==> config.mk <==
export PLATFORM = sky130hd
export DESIGN_NAME = aes_round_ctrl
export DESIGN_NICKNAME = d
export VERILOG_FILES = /design/src/rtl/aes_round_ctrl.sv
export SDC_FILE = /design/constraint.sdc
export NUM_CORES = 1
export LEC_CHECK = 0
export CORE_AREA = 2 2 205 207
export CTS_CLUSTER_SIZE = 10
export DETAILED_ROUTE_END_ITERATION = 12
export DIE_AREA = 0 0 207 209
export PLACE_DENSITY_LB_ADDON = 0.05
export SETUP_SLACK_MARGIN = 0.15
export SLEW_MARGIN = 20
export SYNTH_ARGS = -nofsm -noshare
export SYNTH_HDL_FRONTEND = slang
export SYNTH_SLANG_ARGS = --single-unit
==> constraint.sdc <==
create_clock -name clk -period 8 [get_ports clk]
set_input_delay 1.6 -clock clk [delete_from_list [all_inputs] [get_ports clk]]
set_output_delay 1.6 -clock clk [all_outputs]
set_load 0.01 [all_outputs]
==> src/rtl/aes_round_ctrl.sv <==
// aes_round_ctrl: sequencer for the 32-bit-radix AES round datapath.
// Accepts a 128-bit block plus key-size mode, runs round 0 (AddRoundKey)
// and rounds 1..Nr at four word slots per round, and holds the state
// register between rounds. It requests the matching round key and
// returns the ciphertext over valid/ready.
//
// Ports:
//   clk, reset              rising-edge clock, async active-high reset
//   in_valid/in_ready       block input handshake (in_mode, in_data)
//   out_valid/out_ready     ciphertext handshake (out_data = state register)
//   key_round, key_valid    round-key request/indication (key_round = dp_round)
//   dp_round, dp_width_sel  round number and word slot to the datapath
//   dp_mode, dp_data_in     latched mode and state register to the datapath
//   dp_data_out             datapath AddRoundKey result
//
// Optional build macro AES_ROUND_CTRL_PERF_EN adds the blocks_done
// (handshake count, wrapping) and stall_cycles (key stall count,
// saturating) outputs.
module aes_round_ctrl #(
  parameter logic [3:0] NR_128 = 4'd10,
  parameter logic [3:0] NR_192 = 4'd12,
  parameter logic [3:0] NR_256 = 4'd14
) (
  input  logic         clk,
  input  logic         reset,
  input  logic         in_valid,
  output logic         in_ready,
  input  logic [1:0]   in_mode,
  input  logic [127:0] in_data,
  output logic         out_valid,
  input  logic         out_ready,
  output logic [127:0] out_data,
  output logic [3:0]   key_round,
  input  logic         key_valid,
  output logic [3:0]   dp_round,
  output logic [1:0]   dp_width_sel,
  output logic [1:0]   dp_mode,
  output logic [127:0] dp_data_in,
  input  logic [127:0] dp_data_out
`ifdef AES_ROUND_CTRL_PERF_EN
  ,
  output logic [31:0]  blocks_done,
  output logic [15:0]  stall_cycles
`endif
);

  typedef enum logic [1:0] {IDLE, R0, RUN, DONE} fsm_e;

  fsm_e         fsm_q, fsm_d;
  logic [127:0] blk_q, blk_d;
  logic [1:0]   mode_q, mode_d;
  logic [3:0]   nr_q, nr_d;
  logic [3:0]   rnd_q, rnd_d;
  logic [1:0]   ws_q, ws_d;

  function automatic logic [3:0] nr_of(input logic [1:0] m);
    case (m)
      2'b00:   nr_of = NR_128;
      2'b01:   nr_of = NR_192;
      default: nr_of = NR_256;
    endcase
  endfunction

  always_ff @(posedge clk or posedge reset) begin
    if (reset) begin
      fsm_q  <= IDLE;
      blk_q  <= '0;
      mode_q <= 2'b00;
      nr_q   <= NR_128;
      rnd_q  <= '0;
      ws_q   <= '0;
    end else begin
      fsm_q  <= fsm_d;
      blk_q  <= blk_d;
      mode_q <= mode_d;
      nr_q   <= nr_d;
      rnd_q  <= rnd_d;
      ws_q   <= ws_d;
    end
  end

  always_comb begin
    fsm_d        = fsm_q;
    blk_d        = blk_q;
    mode_d       = mode_q;
    nr_d         = nr_q;
    rnd_d        = rnd_q;
    ws_d         = ws_q;
    in_ready     = 1'b0;
    out_valid    = 1'b0;
    dp_round     = '0;
    dp_width_sel = '0;
    case (fsm_q)
      IDLE: begin
        in_ready = 1'b1;
        if (in_valid) begin
          blk_d  = in_data;
          mode_d = in_mode;
          nr_d   = nr_of(in_mode);
          rnd_d  = '0;
          ws_d   = '0;
          fsm_d  = R0;
        end
      end
      R0: begin
        if (key_valid) begin
          blk_d = dp_data_out;
          rnd_d = 4'd1;
          ws_d  = '0;
          fsm_d = RUN;
        end
      end
      RUN: begin
        dp_round     = rnd_q;
        dp_width_sel = ws_q;
        // key_valid only gates the start of a round; the datapath
        // accumulator is free-running, so slots 1..3 never stall.
        if (ws_q == 2'd0 && !key_valid) begin
          ws_d = ws_q;
        end else if (ws_q == 2'd3) begin
          blk_d = dp_data_out;
          if (rnd_q == nr_q) begin
            fsm_d = DONE;
          end else begin
            rnd_d = rnd_q + 4'd1;
            ws_d  = '0;
          end
        end else begin
          ws_d = ws_q + 2'd1;
        end
      end
      DONE: begin
        out_valid = 1'b1;
        if (out_ready) fsm_d = IDLE;
      end
      default: fsm_d = IDLE;
    endcase
  end

  assign out_data   = blk_q;
  assign dp_data_in = blk_q;
  assign dp_mode    = mode_q;
  assign key_round  = dp_round;

`ifdef AES_ROUND_CTRL_PERF_EN
  logic [31:0] blocks_q;
  logic [15:0] stall_q;
  logic        stall_now;

  assign stall_now = !key_valid &&
                     (fsm_q == R0 || (fsm_q == RUN && ws_q == 2'd0));

  always_ff @(posedge clk or posedge reset) begin
    if (reset) begin
      blocks_q <= '0;
      stall_q  <= '0;
    end else begin
      if (out_valid && out_ready) blocks_q <= blocks_q + 32'd1;
      if (stall_now && stall_q != 16'hFFFF) stall_q <= stall_q + 16'd1;
    end
  end

  assign blocks_done  = blocks_q;
  assign stall_cycles = stall_q;
`endif

endmodule

Word-level counts from Yosys, hierarchy flattened:

Cells that the tools add are included.

* register bits: 142
* input bits: 263
* output and inout bits: 270
* word-level logic and storage cells: 62

* $add $sub $neg: 2
* equality and inequality tests: 14
* muxes and demuxes: 29
* reduce and logical (&&, ||, !) cells: 11

Operator list (count)
* $mux W128: 4
* $pmux W128 S3: 1
* $mux W2: 12
* $mux W4: 6
* $ne A2 B2 Y1 const B: 7
* $pmux W4 S3: 1
* $reduce_and A6 Y1: 2
* $reduce_and A5 Y1: 2
* $pmux W2 S4: 1
* $eq A2 B2 Y1 const B: 3
* $logic_not A2 Y1: 3
* $pmux W2 S3: 1
* $pmux W3 S2: 1
* $add A4 B1 Y4 const B: 1
* $eq A2 B1 Y1 const B: 2
* $eq A4 B4 Y1: 1
* $ne A3 B3 Y1 const B: 1
* $reduce_bool A3 Y1: 1
* $add A2 B1 Y2 const B: 1
* $mux W1: 2
* $reduce_and A2 Y1: 1
* $logic_and A1 B1 Y1: 1
* $logic_not A1 Y1: 1

Logic depth before layout (Yosys ltp):

* depth after elaboration: 5
* mapped depth: 9
* mapped depth without buffers: 6

Least setup slack after synthesis:

OpenSTA, ideal clock, no wires.

* path type: reg-to-output
* start: register fsm_q[0]
* end: output port key_round[0]
* arrival: 1.242 ns
* required time: 6.400 ns
* setup slack: 5.158 ns
* cell stages (with the launch flop): 7
* buffers on the path: 2
* path through: dfrtp_1 -> inv_1 -> ha_1 -> buf_6 -> inv_1 -> nor2_1 -> buf_4

* longest elaborated chain between the ends: 2

Ends and longest elaborated chain
* start, declared: RTL line 49 `fsm_e fsm_q, fsm_d;`
* start signal, assigned: RTL line 73 `fsm_q <= fsm_d;`
* $eq A2 B2 Y1: RTL line 93 `case (fsm_q)`
* $mux W4: RTL line 93
* end, declared: RTL line 33 `output logic [3:0] key_round,`

Every way passes these cells.

Final worst setup path:

* start: input port in_valid
* end: register blk_q[120] (netlist: dp_data_in[120])

* longest elaborated chain between the ends: 2

Ends and longest elaborated chain
* start, declared: RTL line 26 `input logic in_valid,`
* $ne A2 B2 Y1 (no source line)
* $reduce_and A5 Y1 (no source line)
* end signal, assigned: RTL line 74 `blk_q <= blk_d;`
* end, declared: RTL line 50 `logic [127:0] blk_q, blk_d;`

Every way passes these cells.
A chain may end at the register's enable or synchronous reset.

==> results.yml <==
status:
  status: "complete, no violations"
pwr:
  total_power_mw: 5.95
  powerDensity_mw_per_mm2: 450
  p_leak_nw: 5.35
  irDropWorstVdd_uv: 271
placement:
  place.gp.congestion: 0.728
  dp_cells: 1670
  io_buffers: 532
  dpl.hpwl_microns: 26000
  postPlaceCellArea_sq_mm: 0.0127
  preCtsSetupSlack_ns: 3.24
synth:
  syn_nets: 1053
  ys_seq_area_share_pct: 44.9
  synth_top_area_share_pct: 44.6
  synth_area_sq_mm: 0.00780
  synthFlopType: "dfrtp_1"
  synth_top_area_cell: "dfrtp_1"
  synth_edf_count: 0
  ys_types: 33
  synth.area.top_cells: "dfrtp_1 45%, mux2i_1 17%, o21ai_0 16%, buf_4 13%, clkbuf_1 2.2%"
  avgSynthCellArea_sq_um: 9.99
  synth-seq-cells: 140
  postSynth.asyncResetShare_pct: 100
  synthCells: 781
  synth_warnings: 0
finish:
  fin_cells: 1703
  drive_gt1_share_pct: 4.04
  fin_area_sq_mm: 0.0132
  syn_to_final_growth_pct: 69.5
  final_common_cell: "clkdlybuf4s50_1"
  fillers: 4311
  final_nets: 1422
  final_cell_mix: "532 x clkdlybuf4s50_1, 251 x o21ai_0, 139 x dfrtp_1"
  final_util_pct: 32.0
route:
  avgViaCountPerCell: 4.17
  wl_per_cell_microns: 20.4
  vias: 7097
  drtIter0Drc: 338
  drcViolationCount: 0
  wl_microns: 34700
  drtPass1Iterations: 5
  detail-route-antenna-nets: 0
sta:
  fin_hold_ws_ns: 0.503
  setup_viol: 0
  finalCriticalPeriod_ns: 4.21
  worst_pin_slew_ns: 0.988
  finClkSkew_ns: 0.0110
  rsz0062_at_grt: "no"
  maxSlewHeadroom_pct: 34.1
  postLayoutSetupSlackWorst_ns: 3.79
  fmax_mhz: 238
  period_share_pct: 52.6
  fin_setup_tns_ns: 0
  report.final.hold_viol_count: 0
  drv_slew: 0
global_route:
  grt_pass1_wl_microns: 51000
  track_usage_pct: 15.8
  grt_pass1_vias: 7414
  grt-ovfl-total: 0
  grt_max_degree: 88
  antenna_found_initial: 1
floorplan:
  dieArea_sq_mm: 0.0433
  die_w_microns: 207
  core_area_sq_mm: 0.0413
  dieHeight_microns: 209
  ios: 533
  start_util_pct: 18.9
  fp-row-count: 75
clocking:
  cts_tree: "yes"
  cts.repair.resized: 0
  cts-root-buf: "clkbuf_16"
  cts_max_level: 4
  cts_buffers: 17
  insertion_delay_ns: 0.43
  clkSinkCount: 140
  path_clk_slew_ns: 0.06
  postCtsHoldBufs: 0
  clockBufferDepth: 2
  post_cts.repair.setup_buffers: 0
worst_setup_path:
  crit_arrival_ns: 4.48
  rrSetupSlack_ns: 4.44
  cp.required_ns: 8.27
  critPathMaxFanout: 73
  crit_chain: "clkdlybuf4s50_1 > nand2b_1 > o211ai_4 > buf_4 > or2_4 > buf_4 > o21ai_0"
  startpoint_type: "primary input"
  max_stage_delay_ns: 0.70
  path_class: "primary input to flip-flop"
  cp_common_cell: "buf_4"
  endpoint_kind: "flip-flop"
  slowest_stage: "buf_4"
worst_hold_path:
  holdCritPathClass: "flip-flop to flip-flop"
job:
  cap_violations: 0
==> sequential cells by signal, indices dropped and copies added, names as in the netlist <==
name / flops
rnd_q: 4
dp_mode: 2
fsm_q: 2
dp_data_in: 128
ws_q: 2
nr_q: 2
==> power breakdown <==
part           internal [mW]  switching [mW]  total [mW]
registers               1.09           0.360        1.45
clock network          0.469           0.310       0.779
logic                   1.88            1.84        3.72
==> synthesized netlist by cell type, drive strengths merged, types with 2 or more instances <==
cell / instances
clkbuf: 46
inv: 9
nor2: 7
mux2i: 129
nand2: 6
nand2b: 2
o41ai: 5
nor2b: 2
mux2: 4
nor3: 2
ha: 9
buf: 144
and2: 3
o21ai: 259
xor2: 2
dfrtp: 139
==> layout make-up <==
cell class                 count  area, sq um  area share [%]
inverter                       9         38.8           0.293
tap                          539          674            5.10
clock buffer                  27          513            3.88
sequential                   140         3500            26.5
multi-input combinational    442         3050            23.1
timing repair buffer         540         5390            40.7
antenna                        1         2.50          0.0189
clock inverter                 5         56.3           0.426
==> metal layers <==
metal / GRT usage, % / vias up / wire length (microns)
li1: - / 3355 / -
met1: 20.0 / 3414 / 14700
met2: 27.4 / 308 / 17800
met3: 3.28 / 20 / 1830
met4: 4.21 / 0 / 354
met5: 0 / - / 0
==> worst paths after layout <==
kind	start	to	cells after the start
max	in_valid	dp_data_in[120]	7
min	nr_q[1]	nr_q[1]	2
max reg2reg	fsm_q[0]	dp_data_in[120]	8
min reg2reg	nr_q[1]	nr_q[1]	2
max in group asynchronous	reset	dp_data_in[2]	3
min in group asynchronous	reset	dp_data_in[81]	2
==> worst max-delay path, delay by kind of cell <==
family | cells | cell delay (ns)
AO/OA/AOI/OAI | 2 | 0.29
buffers and inverters | 3 | 1.64
AND/OR/NAND/NOR | 2 | 0.82
==> cells by family (layout without fill, tap and decap cells) <==
logic type                 count (synthesis)  after routing  synth area share [%]
AOI/OAI and AO/OA                        271            271                  18.3
xor gates and xnor gates                   2              2                 0.225
adders and majority gates                  9              9                  1.44
buffers and inverters                    199            581                  16.3
DFF                                      140            140                  44.9
muxes                                    133            133                  17.1
other                                      0              1                     0
and+or+nand+nor                           27             27                  1.76
(Power assumes the default switching activity.)
